**src/rtl/fp_add_pkg.sv**
```systemverilog
// Shared definitions for the fp adder arbiter: widths, requester IDs and
// canonical IEEE-754 single-precision constants.
package fp_add_pkg;

  localparam int WIDTH = 32;

  localparam logic REQ_A = 1'b0;
  localparam logic REQ_B = 1'b1;

  localparam logic [31:0] FP_ONE   = 32'h3F80_0000;
  localparam logic [31:0] FP_TWO   = 32'h4000_0000;
  localparam logic [31:0] FP_THREE = 32'h4040_0000;

endpackage

```
**src/rtl/fp_add_arbiter_tag_fifo.sv**
```systemverilog
// In-order FIFO of 1-bit requester IDs, one entry per operation in flight.
// A pop on an empty FIFO is ignored; a push when full is only taken with a pop.
module tag_fifo #(
  parameter int DEPTH = 4,
  parameter int PTR_W = 2
) (
  input  logic             clk,
  input  logic             rst_n,
  input  logic             push_i,
  input  logic             push_id_i,
  input  logic             pop_i,
  output logic             head_id_o,
  output logic [PTR_W:0]   count_o,
  output logic             full_o,
  output logic             empty_o
);

  localparam logic [PTR_W-1:0] PTR_ONE  = PTR_W'(1);
  localparam logic [PTR_W:0]   CNT_ONE  = (PTR_W + 1)'(1);
  localparam logic [PTR_W:0]   CNT_FULL = (PTR_W + 1)'(DEPTH);

  logic [DEPTH-1:0] mem_q;
  logic [PTR_W-1:0] wr_ptr_q;
  logic [PTR_W-1:0] rd_ptr_q;
  logic [PTR_W:0]   count_q;
  logic [PTR_W:0]   count_d;
  logic             do_push;
  logic             do_pop;

  assign full_o    = (count_q == CNT_FULL);
  assign empty_o   = (count_q == '0);
  assign head_id_o = mem_q[rd_ptr_q];
  assign count_o   = count_q;
  assign do_pop    = pop_i & ~empty_o;
  assign do_push   = push_i & (~full_o | do_pop);

  always_comb begin
    count_d = count_q;
    case ({do_push, do_pop})
      2'b10:   count_d = count_q + CNT_ONE;
      2'b01:   count_d = count_q - CNT_ONE;
      default: count_d = count_q;
    endcase
  end

  always_ff @(posedge clk or negedge rst_n) begin
    if (!rst_n) begin
      mem_q    <= '0;
      wr_ptr_q <= '0;
      rd_ptr_q <= '0;
      count_q  <= '0;
    end else begin
      if (do_push) begin
        mem_q[wr_ptr_q] <= push_id_i;
        wr_ptr_q        <= wr_ptr_q + PTR_ONE;
      end
      if (do_pop) begin
        rd_ptr_q <= rd_ptr_q + PTR_ONE;
      end
      count_q <= count_d;
    end
  end

endmodule

```
**src/rtl/fp_add_arbiter.sv**
```systemverilog
// Round-robin sharing of one fp adder between requesters A and B; issued IDs
// are queued in order so each adder result is steered back to its requester.
module fp_add_arbiter
  import fp_add_pkg::*;
#(
  parameter int DEPTH = 4,
  parameter int PTR_W = 2
) (
  input  logic             clk,
  input  logic             reset,
  input  logic             a_valid,
  output logic             a_ready,
  input  logic [WIDTH-1:0] a_opa,
  input  logic [WIDTH-1:0] a_opb,
  output logic             a_res_valid,
  output logic [WIDTH-1:0] a_res,
  input  logic             b_valid,
  output logic             b_ready,
  input  logic [WIDTH-1:0] b_opa,
  input  logic [WIDTH-1:0] b_opb,
  output logic             b_res_valid,
  output logic [WIDTH-1:0] b_res,
  output logic             add_start,
  output logic [WIDTH-1:0] add_opa,
  output logic [WIDTH-1:0] add_opb,
  input  logic             add_done,
  input  logic [WIDTH-1:0] add_sum,
  output logic             busy,
  output logic             err
);

  localparam logic [PTR_W:0] CNT_ONE = (PTR_W + 1)'(1);

  logic             can_issue;
  logic             grant_a;
  logic             grant_b;
  logic             handshake;
  logic             grant_id;
  logic             pop;
  logic             head_id;
  logic             fifo_full;
  logic             fifo_empty;
  logic [PTR_W:0]   count;
  logic             busy_d;

  logic             rr_last_q;
  logic             add_start_q;
  logic [WIDTH-1:0] add_opa_q;
  logic [WIDTH-1:0] add_opb_q;
  logic             a_res_valid_q;
  logic             b_res_valid_q;
  logic [WIDTH-1:0] a_res_q;
  logic [WIDTH-1:0] b_res_q;
  logic             busy_q;
  logic             err_q;

  tag_fifo #(
    .DEPTH (DEPTH),
    .PTR_W (PTR_W)
  ) u_tag_fifo (
    .clk       (clk),
    .rst_n     (reset),
    .push_i    (handshake),
    .push_id_i (grant_id),
    .pop_i     (add_done),
    .head_id_o (head_id),
    .count_o   (count),
    .full_o    (fifo_full),
    .empty_o   (fifo_empty)
  );

  // A pop in the same cycle frees a slot, so a full FIFO can still accept.
  assign can_issue = ~fifo_full | add_done;
  assign pop       = add_done & ~fifo_empty;

  // Ready is also held low while reset is asserted.
  always_comb begin
    grant_a = 1'b0;
    grant_b = 1'b0;
    if (reset && can_issue) begin
      if (a_valid && b_valid) begin
        if (rr_last_q == REQ_B) begin
          grant_a = 1'b1;
        end else begin
          grant_b = 1'b1;
        end
      end else begin
        grant_a = a_valid;
        grant_b = b_valid;
      end
    end else begin
      grant_a = 1'b0;
      grant_b = 1'b0;
    end
  end

  assign handshake = grant_a | grant_b;
  assign grant_id  = grant_b ? REQ_B : REQ_A;

  always_comb begin
    busy_d = 1'b0;
    if (handshake) begin
      busy_d = 1'b1;
    end else if (pop) begin
      busy_d = (count > CNT_ONE);
    end else begin
      busy_d = ~fifo_empty;
    end
  end

  always_ff @(posedge clk or negedge reset) begin
    if (!reset) begin
      rr_last_q     <= REQ_B;
      add_start_q   <= 1'b0;
      add_opa_q     <= '0;
      add_opb_q     <= '0;
      a_res_valid_q <= 1'b0;
      b_res_valid_q <= 1'b0;
      a_res_q       <= '0;
      b_res_q       <= '0;
      busy_q        <= 1'b0;
      err_q         <= 1'b0;
    end else begin
      add_start_q   <= handshake;
      a_res_valid_q <= 1'b0;
      b_res_valid_q <= 1'b0;
      busy_q        <= busy_d;
      if (handshake) begin
        rr_last_q <= grant_id;
        add_opa_q <= grant_b ? b_opa : a_opa;
        add_opb_q <= grant_b ? b_opb : a_opb;
      end
      if (pop) begin
        if (head_id == REQ_B) begin
          b_res_q       <= add_sum;
          b_res_valid_q <= 1'b1;
        end else begin
          a_res_q       <= add_sum;
          a_res_valid_q <= 1'b1;
        end
      end
      if (add_done && fifo_empty) begin
        err_q <= 1'b1;
      end
    end
  end

  assign a_ready     = grant_a;
  assign b_ready     = grant_b;
  assign add_start   = add_start_q;
  assign add_opa     = add_opa_q;
  assign add_opb     = add_opb_q;
  assign a_res_valid = a_res_valid_q;
  assign b_res_valid = b_res_valid_q;
  assign a_res       = a_res_q;
  assign b_res       = b_res_q;
  assign busy        = busy_q;
  assign err         = err_q;

endmodule

```
**config.mk**
```make
export PLATFORM = sky130hd
export DESIGN_NAME = fp_add_arbiter
export DESIGN_NICKNAME = d
export VERILOG_FILES = /design/src/rtl/fp_add_pkg.sv /design/src/rtl/fp_add_arbiter_tag_fifo.sv /design/src/rtl/fp_add_arbiter.sv
export SDC_FILE = /design/constraint.sdc
export NUM_CORES = 1
export LEC_CHECK = 0
export ABC_CLOCK_PERIOD_IN_PS = 3350
export CAP_MARGIN = 5
export CORE_AREA = 4 4 130 132
export CTS_BUF_LIST = sky130_fd_sc_hd__clkbuf_2 sky130_fd_sc_hd__clkbuf_4 sky130_fd_sc_hd__clkbuf_8
export DETAILED_ROUTE_END_ITERATION = 16
export DIE_AREA = 0 0 134 136
export MAX_ROUTING_LAYER = met4
export PLACE_DENSITY = 0.78
export RECOVER_POWER = 100
export SYNTH_ARGS = -nofsm -noshare
export SYNTH_HDL_FRONTEND = slang
export SYNTH_SLANG_ARGS = --single-unit
```
**constraint.sdc**
```tcl
create_clock -name clk -period 3.35 [get_ports clk]
set_clock_uncertainty 0.05 [all_clocks]
set_input_delay 1.005 -clock clk [delete_from_list [all_inputs] [get_ports clk]]
set_output_delay 1.005 -clock clk [all_outputs]
set_load 0.05 [all_outputs]
```
**Word level (Yosys, flattened, before mapping)**

Index checks and enable logic that the tools add are counted.

- Register bits: 145
- Bits in latches: 0
- Memory bits (writable): 0
- Bits in read-only memories: 0
- Input bits: 165
- Output and inout port bits: 135
- Word-level logic and storage cells: 62
- Memories kept: 0

- Add/subtract/negate cells: 4
- $mul: 0
- Div/mod/pow operators: 0
- $lt $le $gt $ge: 4
- Equal/unequal tests: 3
- Shift-type cells: 0
- Muxes and demuxes: 21
- Bitwise logic cells: 8
- Reduce and logical (&&, ||, !) cells: 8

Operators by type and width:

| kind | count |
|---|---|
| $mux 32 | 2 |
| $mux 1 | 15 |
| $lt 2x3->1 const B | 2 |
| $pmux 3 s2 | 1 |
| $add 2x1->2 const B | 2 |
| $bwmux 4 | 1 |
| $logic_and 1x1->1 | 4 |
| $reduce_and 2->1 | 2 |
| $add 3x1->3 const B | 1 |
| $eq 3x3->1 const B | 1 |
| $gt 3x1->1 const B | 1 |
| $logic_not 3->1 | 1 |
| $not 1->1 | 3 |
| $or 1x1->1 | 3 |
| $sub 3x1->3 const B | 1 |
| $and 1x1->1 | 2 |
| $bmux 1 s2 | 1 |
| $demux 1 s2 | 1 |
| $eq 2x1->1 const B | 1 |
| $eq 2x2->1 const B | 1 |
| $ge 2x1->1 const B | 1 |
| $reduce_bool 2->1 | 1 |

**Depth between registers and ports, before layout**

Gate-level depths: netlist (run 1).

- Depth in word-level cells: 9
- Depth in mapped cells: 8
- Mapped depth without buffers: 8

**By module**

Synthesis (run 1) repeated with hierarchy kept, for this count alone.

- Cell total of the unflattened synthesis: 618
- Area total of the unflattened synthesis: 6955.4 µm²

By module, submodules not included:

| module | times used | cells an instance | area each (µm²) | sequential area each (µm²) |
|---|---|---|---|---|
| fp_add_arbiter | 1 | 549 | 6229.7 | 3354.5 |
| tag_fifo | 1 | 69 | 725.7 | 275.3 |

**Least setup slack after synthesis (run 1)**

No wires, ideal clock.

- Kind: input port to output port
- Start: in reset
- End: out b_ready
- Data arrival time: 2.703 ns
- Data required time: 2.295 ns
- Path slack: -0.408 ns
- Stages: 4
- Path buffers: 2
- Cells stage by stage: clkbuf_1 -> nand2_1 -> clkbuf_1 -> nor3_1

- Cells in the longest elaborated chain, start to end: 2

Ends and longest elaborated chain:

| what | line | source |
|---|---|---|
| from (decl) | fp_add_arbiter.sv:10 | `input logic reset,` |
| $logic_and 1x1->1 | fp_add_arbiter.sv:80 | `if (reset && can_issue) begin` |
| $mux 1 | fp_add_arbiter.sv:80 |  |
| to (decl) | fp_add_arbiter.sv:18 | `output logic b_ready,` |

Every way passes these cells.

**Final worst setup path (run 1)**

- Start: in add_done
- End: out b_ready

- Cells in the longest elaborated chain, start to end: 3

Ends and longest elaborated chain:

| what | line | source |
|---|---|---|
| from (decl) | fp_add_arbiter.sv:26 | `input logic add_done,` |
| $or 1x1->1 | fp_add_arbiter.sv:73 | `assign can_issue = ~fifo_full \| add_done;` |
| $logic_and 1x1->1 | fp_add_arbiter.sv:80 |  |
| $mux 1 | fp_add_arbiter.sv:80 |  |

Every way passes these cells.

==> results by group, run 1 <==
Floorplanning
  – Num ports: 300
  – Initial Util: 0.4349
  – Core Box Area: 15710 um2
  – FP Rows: 46
  – Die Wd: 134 um
  – Die Y: 136 um
  – Die area: ~18000 um2

Cells and area
  – Layout net count: 1034
  – Fin cells: 1089
  – Fillcell total: 1218
  – Synthesis-to-finish area growth: 51.21%
  – Number of diodes: 0
  – Share of post-route cells with drive strength above 1: 0.1466

Setup path
  – Worst R2R Start: u_tag_fifo.count_o[0]$_DFFE_PN0P_
  – Critical Path AT: 2.21 ns
  – Cell family with the largest share of critical-path delay: buffers and inverters
  – Slowest stage delay, CP: 0.48 ns
  – R2R setup slack: ~0.5 ns
  – FF-to-FF End: add_opb[6]$_DFFE_PN0P_
  – WP data required: roughly 2.3 ns
  – Type of the worst setup path: in2out
  – Cells along the critical path: clkdlybuf4s50_1 > and3b_2 > nor3_2 > buf_12
  – CP startpoint kind: input pin
  – CP Capture Type: primary output
  – Worst-path fanout max: 3
  – CP max-delay cell: clkdlybuf4s50_1
  – Buf+Inv Stages, Crit Path: 2
  – Worst R2R Path Depth: 7

Clocking
  – H-Tree Level Count: 4
  – Clk sink count: ~150
  – Max clock buf depth: 2
  – Root Buffer: clkbuf_8
  – TritonCTS Buffers: 17
  – Post-CTS Hold Buffers: 0
  – Clock Latency Late Sink: 0.42 ns
  – # resized after CTS: 0
  – CTS clk-pin slew, worst paths: 0.08 ns
  – Postcts setup bufs: 0
  – CTS tree: done

Placement
  – Final HPWL DP: 15.64 mm
  – Port-buffer cells: 299
  – Pre-CTS setup slack: 0.09649 ns
  – Placer Congestion: 0.8310
  – Inst Count DP: 1057

Yosys
  – Synth warn: 0
  – Ranking of synthesized cells by area: dfrtp_1, a31oi_1, mux2_2
  – Synth top cells by count: dfrtp_1, a31oi_1, mux2_2, nand4_1, o31ai_1
  – Synth async-reset ratio: 1.000
  – Post-synthesis sequential area ratio: 0.5311
  – Cell variety after synth: 35
  – Post-synth EDFFs: 0
  – Most frequent cell after synthesis: dfrtp_1
  – Synth area leader: dfrtp_1
  – Flops & latches, synth: 145
  – Synth Cell Area: 6834 um2
  – Yosys top cell area share: 0.5273
  – Mapped Cells: approximately 600
  – Mapped Nets: 775
  – Most used DFF post-synth: dfrtp_1
  – Synthesized area per cell: 11.37 um2

Timing
  – Max Freq: 306.2 MHz
  – Setup TNS: 0 ns
  – Setup ws final: 0.08400 ns
  – Count of pins over their slew limit: 161
  – Ratio of final minimum period to clock period: 0.9749
  – Min Tclk post-route: 3.266 ns
  – Slew @ Worst Pin: 1.756 ns
  – Endpoints failing hold: 0
  – Relative slew margins: -0.1704
  – Final setup fails: 0
  – RSZ-0062 raised after global routing: no

Global route
  – Initial antenna violation count: 0
  – Grt ovf: 0
  – Total global-route track usage: 0.2496
  – Number of global-route vias before repair: 6591
  – Pin count of the biggest net entering global routing: between 100 and 150
  – First-pass GRT wire length: 35.17 mm

Route
  – DR vias: around 6.4k
  – Drt total wl: 22.56 mm
  – Wire per inst: 20.72 um
  – # DRC: 0
  – Initial DRC Count: slightly above 400
  – DR vias/cell: ~5.9
  – Drt first pass iters: 5
  – Detail Route Antenna Nets: 0

Run status
  – Outcome: finished with violations
  – Failing checks: max-capacitance violations, max-slew violations

Pwr
  – Pleak: 3.985 nW
  – Pwr dens: 922.7 nW/um2
  – Worst VDD drop: 0.4858 mV

Worst hold path
  – Min-delay worst type: in2async

Run
  – Max_cap viols: 1
layout by cell type (no fill, tap or decap), types with 7 or more instances in the layout:
| master | instances |
|---|---|
| clkdlybuf4s50_1 | 163 |
| nand4_1 | 64 |
| o31ai_1 | 64 |
| mux2_2 | 68 |
| dlygate4sd3_1 | 133 |
| inv_1 | 7 |
| dfrtp_1 | 144 |
| ha_1 | 9 |
| clkbuf_8 | 18 |
| a31oi_1 | 129 |
worst max-delay path by stage:
stage | from | endpoint | slack (ns) | cells after the start
2_1_floorplan | reset | a_ready | 0.01 | 5
3_3_place_gp | add_done | b_ready | 0.11 | 4
3_5_place_dp | add_done | b_ready | 0.1 | 4
4_1_cts | add_done | b_ready | 0.09 | 4
5_1_grt | reset | u_tag_fifo.mem_q[1]$_DFFE_PN0P_ | 0.04 | 4
6_report | add_done | b_ready | 0.08 | 4
layout make-up:
type | count | area (um2) | area share
clock buffer | 18 | 241.5 | 0.02337
timing repair buffer | 317 | 3176 | 0.3073
inverter | 7 | 26.28 | 0.002543
tap | 216 | 270.3 | 0.02615
clock inverter | 14 | 132.6 | 0.01283
sequential | 145 | 3630 | 0.3513
multi-input combinational | 372 | 2858 | 0.2765
per-layer routing:
metal | global-route usage | vias to the layer above | routed length [um]
li1 | - | 2915 | -
met1 | 0.3112 | 3100 | 9053
met2 | 0.3914 | 352 | 10730
met3 | 0.07476 | 43 | 2146
met4 | 0.08457 | 0 | 629
met5 | - | - | 0
cell families after synthesis:
kind of cell / Yosys count / synth area share
buffers and inverters: 84 / 0.05108
XOR/XNOR: 6 / 0.007689
AO/OA/AOI/OAI: 199 / 0.1941
adder cells (fa/ha/maj): 9 / 0.01648
flip-flops: 145 / 0.5311
multiplexers: 71 / 0.1185
AND/OR/NAND/NOR: 87 / 0.08111
state kept, by name, summed over array words and instances, names as in the netlist:
signal,cells
a_res,32
a_res_valid,1
add_opa,32
add_opb,32
add_start,1
b_res,32
b_res_valid,1
busy,1
err,1
rr_last_q,1
u_tag_fifo.count_o,3
u_tag_fifo.mem_q,4
u_tag_fifo.rd_ptr_q,2
u_tag_fifo.wr_ptr_q,2
per-stage QoR:
step	hold slack, ns	utilization	total power [W]	cell area (um2)
after floorplan	0.4033	-	0.006560	6850
after global placement	0.4021	0.6394	0.008469	10050
after detailed placement	0.4050	0.6394	0.008613	10050
after CTS	0.3287	0.6632	0.009932	10420
after global routing	0.3201	0.6577	0.01001	10330
final	0.3626	0.6577	0.009535	10330
power by group:
group	internal [W]	total, W	switching [W]
clock network	0.000604	0.00130	0.000698
logic	0.00180	0.00539	0.00359
registers	0.00246	0.00285	0.000387
total	0.00486	0.00953	0.00467
Note: power is estimated with default switching activity, not from simulation.
==> inputs of run 2 (changes only) <==
--- a/config.mk
+++ b/config.mk
@@ -7,12 +7,12 @@
 export LEC_CHECK = 0
 export ABC_CLOCK_PERIOD_IN_PS = 3350
 export CAP_MARGIN = 5
-export CORE_AREA = 4 4 130 132
+export CORE_AREA = 4 4 117 147
 export CTS_BUF_LIST = sky130_fd_sc_hd__clkbuf_2 sky130_fd_sc_hd__clkbuf_4 sky130_fd_sc_hd__clkbuf_8
 export DETAILED_ROUTE_END_ITERATION = 16
-export DIE_AREA = 0 0 134 136
+export DIE_AREA = 0 0 121 151
 export MAX_ROUTING_LAYER = met4
-export PLACE_DENSITY = 0.78
+export PLACE_DENSITY = 0.82
 export RECOVER_POWER = 100
 export SYNTH_ARGS = -nofsm -noshare
 export SYNTH_HDL_FRONTEND = slang
==> results by group, run 2 (synthesis gave the netlist of run 1 again) <==
Route
  – Initial DRC Count: 420
  – Drt total wl: 21.75 mm
  – DR vias: 6352
  – Detail Route Antenna Nets: 0
  – DR vias/cell: around 5.8
  – Wire per inst: just under 20 um
  – # DRC: 0
  – Drt first pass iters: 5

Pwr
  – Pwr dens: 922.0 nW/um2
  – Total chip power: 0.009589 W
  – Worst VDD drop: 0.3604 mV
  – Pleak: roughly 4.0 nW

Global route
  – First-pass GRT wire length: 33.35 mm
  – Pin count of the biggest net entering global routing: between 90 and 100
  – Number of global-route vias before repair: 6378
  – Total global-route track usage: 0.2368
  – Initial antenna violation count: 2
  – Grt ovf: 0

Placement
  – Port-buffer cells: 299
  – Placed Area: 10040 um2
  – Final HPWL DP: 14.95 mm
  – Inst Count DP: 1061
  – Placer Congestion: approximately 0.82

Clocking
  – TritonCTS Buffers: 17
  – CTS clk-pin slew, worst paths: 0.09 ns
  – Root Buffer: clkbuf_8
  – Clk sink count: 145
  – Postcts setup bufs: 0
  – Max clock buf depth: 2
  – CTS tree: done
  – H-Tree Level Count: 4
  – Clock Latency Late Sink: 0.43 ns
  – Post-CTS Hold Buffers: 0

Setup path
  – Worst-path fanout max: 5
  – CP startpoint kind: input pin
  – FF-to-FF End: a_res[8]$_DFFE_PN0P_
  – CP Capture Type: primary output
  – Critical Path AT: 2.07 ns
  – R2R setup slack: 0.33 ns
  – Type of the worst setup path: in2out
  – Worst R2R Path Depth: 6
  – WP data required: 2.29 ns
  – Worst R2R Start: u_tag_fifo.count_o[0]$_DFFE_PN0P_

Floorplanning
  – Die area: roughly 18000 um2
  – Initial Util: 0.4287
  – Die Wd: around 120 um
  – FP Rows: 52
  – Core Box Area: between 15000 and 20000 um2
  – Num ports: 300
  – Die Y: between 150 and 200 um

Timing
  – Endpoints failing hold: 0
  – Relative slew margins: -0.04082
  – Min Tclk post-route: about 3.1 ns
  – Setup TNS: 0 ns
  – Final setup fails: 0
  – RSZ-0062 raised after global routing: no
  – Hold_ws: 0.4145 ns
  – Max Freq: 320.5 MHz
  – Slew @ Worst Pin: ~1.6 ns
  – Ratio of final minimum period to clock period: 0.9315
  – Count of pins over their slew limit: 97

Worst hold path
  – Min-delay worst type: in2async

Cells and area
  – Fillcell total: 1245
  – Fin cells: 1096
  – Layout net count: 1038
  – Finished layout cell area: 10400 um2
  – Synthesis-to-finish area growth: 52.18%
  – Share of post-route cells with drive strength above 1: 0.1539
  – Most frequent cells in the layout: clkdlybuf4s50_1, dfrtp_1, dlygate4sd3_1
  – Commonest non-fill, non-tap cell in the layout: clkdlybuf4s50_1

Run
  – Max_cap viols: 2

Run status
  – Failing checks: max-capacitance violations, max-slew violations
  – Outcome: finished with violations
## run 2: per-stage QoR
step | setup slack (ns) | util
global route | 0.09938 | 0.6523
global placement | 0.05511 | 0.6297
floorplan | 0.01018 | -
finish | 0.2295 | 0.6524
detailed placement | 0.04269 | 0.6297
CTS | 0.03568 | 0.6542
## run 2: how the worst max path moves through the flow
| stage | cells past startpoint | start | slack (ns) | endpoint |
|---|---|---|---|---|
| finish | 5 | b_valid | 0.23 | b_ready |
| global route | 6 | u_tag_fifo.count_o[0]$_DFFE_PN0P_ | 0.1 | a_res[3]$_DFFE_PN0P_ |
| CTS | 5 | add_done | 0.04 | b_ready |
| detailed placement | 5 | add_done | 0.04 | b_ready |
| global placement | 5 | add_done | 0.06 | b_ready |
| floorplan | 5 | reset | 0.01 | a_ready |
## run 2: cell type report
| cell class | instances | area [um2] | area share |
|---|---|---|---|
| tap | 216 | 270.3 | 0.02599 |
| clock inverter | 14 | 142.6 | 0.01372 |
| clock buffer | 18 | 247.7 | 0.02382 |
| antenna | 3 | 7.507 | 0.0007218 |
| inverter | 7 | 26.28 | 0.002526 |
| timing repair buffer | 321 | 3196 | 0.3073 |
| multi-input combinational | 372 | 2880 | 0.2769 |
| sequential | 145 | 3630 | 0.3490 |
## run 2: timing repair
| item | 4_1_cts | 5_1_grt |
|---|---|---|
| hold endpoints to repair | 0 | 0 |
| resized for setup | 0 | 1 |
| endpoints found under the setup margin | 0 | 1 |
## run 2: layer usage
metal / GRT usage / vias to the layer above / wire, um
li1: - / 2926 / -
met1: 0.2796 / 3047 / 7985
met2: 0.3825 / 340 / 10940
met3: 0.07434 / 39 / 2310
met4: 0.08673 / 0 / 518
met5: - / - / 0
## run 2: critical path, cell delays in order
cell and delay (ns):
dlygate4sd3_1 0.57, nand2_2 0.08, nor3_2 0.12, buf_4 0.16, buf_12 0.13
## run 2: power breakdown
group	switching, W	internal (W)
registers	0.000364	0.00246
logic	0.00358	0.00182
clock network	0.000737	0.000630
total	0.00468	0.00491
==> inputs of run 3 (changes only) <==
--- a/config.mk
+++ b/config.mk
@@ -11,8 +11,9 @@
 export CTS_BUF_LIST = sky130_fd_sc_hd__clkbuf_2 sky130_fd_sc_hd__clkbuf_4 sky130_fd_sc_hd__clkbuf_8
 export DETAILED_ROUTE_END_ITERATION = 16
 export DIE_AREA = 0 0 121 151
+export HOLD_SLACK_MARGIN = 0.08
 export MAX_ROUTING_LAYER = met4
-export PLACE_DENSITY = 0.82
+export PLACE_DENSITY_LB_ADDON = 0.08
 export RECOVER_POWER = 100
 export SYNTH_ARGS = -nofsm -noshare
 export SYNTH_HDL_FRONTEND = slang
==> results by group, run 3 (synthesis gave the netlist of run 1 again) <==
Pwr
  – Pwr dens: 920.7 nW/um2
  – Int Pwr: 0.004869 W
  – Combinational power share: 0.564
  – Worst VDD drop: approximately 0.36 mV
  – P_sw: 0.004668 W
  – Switching part of the total power: 0.4895
  – Flop pwr share: 0.297
  – Pleak: between 3 and 4 nW
  – Clock power share: 0.140

Run status
  – Failing checks: max-capacitance violations, max-slew violations
  – Outcome: finished with violations

Floorplanning
  – FP Rows: 52
  – Die Wd: roughly 120 um
  – Core Box Area: 15940 um2
  – Initial Util: 0.4287
  – Die area: 18270 um2
  – Num ports: 300
  – Die Y: 151 um

Route
  – Wire per inst: 20.42 um
  – Initial DRC Count: 378
  – Detail Route Antenna Nets: 0
  – Drt total wl: between 20 and 25 mm
  – Drt first pass iters: 6
  – DR vias: 6475
  – # DRC: 0
  – DR vias/cell: 5.940
  – Routed wire length on met3: ~1.7 mm
  – Routed wl met2: 11.22 mm
  – Met1 wire length: 8.593 mm
  – Uppermost layer routed: met4

Placement
  – Final HPWL DP: between 15 and 20 mm
  – Pre-CTS setup slack: -0.07209 ns
  – Placed Area: between 10000 and 15000 um2
  – Inst Count DP: between 1k and 1.5k
  – Placer Congestion: 0.8721
  – Port-buffer cells: 299

Timing
  – Max Freq: 305.4 MHz
  – Count of pins over their slew limit: between 90 and 100
  – Final setup fails: 0
  – Slew @ Worst Pin: 1.934 ns
  – Endpoints failing hold: 0
  – Setup ws final: 0.07597 ns
  – RSZ-0062 raised after global routing: no
  – Relative slew margins: -0.2890
  – Min Tclk post-route: 3.274 ns
  – Ratio of final minimum period to clock period: 0.9773
  – Hold_ws: 0.4075 ns

Setup path
  – Type of the worst setup path: in2out
  – WP data required: 2.29 ns
  – Cells along the critical path: clkdlybuf4s50_1 > and3b_2 > nor3_4 > buf_12
  – Slowest stage delay, CP: between 0.5 and 0.6 ns
  – CP Capture Type: primary output
  – Worst-path fanout max: 5
  – CP startpoint kind: input pin
  – CP max-delay cell: clkdlybuf4s50_1
  – Critical Path AT: 2.22 ns
  – Worst R2R Path Depth: 8

Run
  – Max_cap viols: 1

Global route
  – Number of global-route vias before repair: 6673
  – Pin count of the biggest net entering global routing: 91
  – Grt ovf: 0
  – First-pass GRT wire length: 34.56 mm
  – Total global-route track usage: 0.2449
  – Initial antenna violation count: 0

Clocking
  – Clock Latency Late Sink: approximately 0.43 ns
  – Max clock buf depth: 2
  – Postcts setup bufs: 0
  – Post-CTS Hold Buffers: 0
  – CTS clk-pin slew, worst paths: ~0.090 ns
  – TritonCTS Buffers: 17
  – CTS tree: done
  – Clk sink count: 145
  – H-Tree Level Count: 4
  – Root Buffer: clkbuf_8

Cells and area
  – Fillcell total: 1294
  – Number of diodes: 0
  – Fin cells: 1090
  – Synthesis-to-finish area growth: 51.56%
  – Layout net count: 1036
  – Finished layout cell area: 10360 um2
  – Share of post-route cells with drive strength above 1: 0.1522
  – Commonest non-fill, non-tap cell in the layout: clkdlybuf4s50_1
  – Most frequent cells in the layout: clkdlybuf4s50_1, dfrtp_1, dlygate4sd3_1

Worst hold path
  – Min-delay worst type: in2async
-- run 3: cell types whose count changed in the layout (fill, tap and decap cells not counted), sizes merged --
cell / delta
clkinvlp: -1
clkbuf: -1
clkdlybuf4s50: +2
dlymetal6s4s: -1
dlymetal6s2s: -1
buf: -1
diode: -3
clkinv: +1
dlygate4sd3: -1
-- run 3: final timing paths --
| check | startpoint | endpoint | slack, ns |
|---|---|---|---|
| min reg2reg | err$_DFFE_PN0P_ | err$_DFFE_PN0P_ | 0.42 |
| max in group asynchronous | reset | add_opb[0]$_DFFE_PN0P_ | 0.71 |
| min | reset | add_opa[16]$_DFFE_PN0P_ | 0.41 |
| min in group clk | err$_DFFE_PN0P_ | err$_DFFE_PN0P_ | 0.42 |
| max | add_done | b_ready | 0.08 |
| max reg2reg | u_tag_fifo.count_o[0]$_DFFE_PN0P_ | add_opb[30]$_DFFE_PN0P_ | 0.73 |
-- run 3: critical path, delay by kind of cell --
kind	cells	cell delay [ns]
buffers and inverters	2	0.70
AND/OR/NAND/NOR	2	0.51
-- run 3: timing repair --
action,4_1_cts,5_1_grt
setup endpoints to repair,1,1
gates resized for setup,1,0
pin swaps,0,1
-- run 3: layout make-up --
cell class | instances | area (um2) | share of cell area
clock buffer | 17 | 234.0 | 0.02259
clock inverter | 14 | 143.9 | 0.01389
inverter | 7 | 26.28 | 0.002537
multi-input combinational | 372 | 2875 | 0.2776
sequential | 145 | 3630 | 0.3504
tap | 216 | 270.3 | 0.02609
timing repair buffer | 319 | 3178 | 0.3068
-- run 3: per-stage QoR --
step                      utilization  setup TNS [ns]  power (W)
after floorplan                     -               0   0.006560
after global placement         0.6288        -0.04862   0.008443
after detailed placement       0.6288        -0.07367   0.008571
after CTS                      0.6529               0   0.009921
after global routing           0.6498               0   0.009989
final                          0.6498               0   0.009536
-- run 3: metal layers --
metal / track usage / vias up
met1: 0.2904 / 3199
met2: 0.3992 / 326
met4: 0.1100 / 0
li1: - / 2904
met3: 0.05678 / 46
met5: - / -
-- run 3: power groups by stage --
stage	clock [W]	sequential, W	combinational [W]
final	0.00133	0.00283	0.00537
after global routing	0.00144	0.00293	0.00562
after CTS	0.00137	0.00287	0.00568
after detailed placement	0	0.00290	0.00568
after global placement	0	0.00286	0.00559
after floorplan	0	0.00507	0.00149
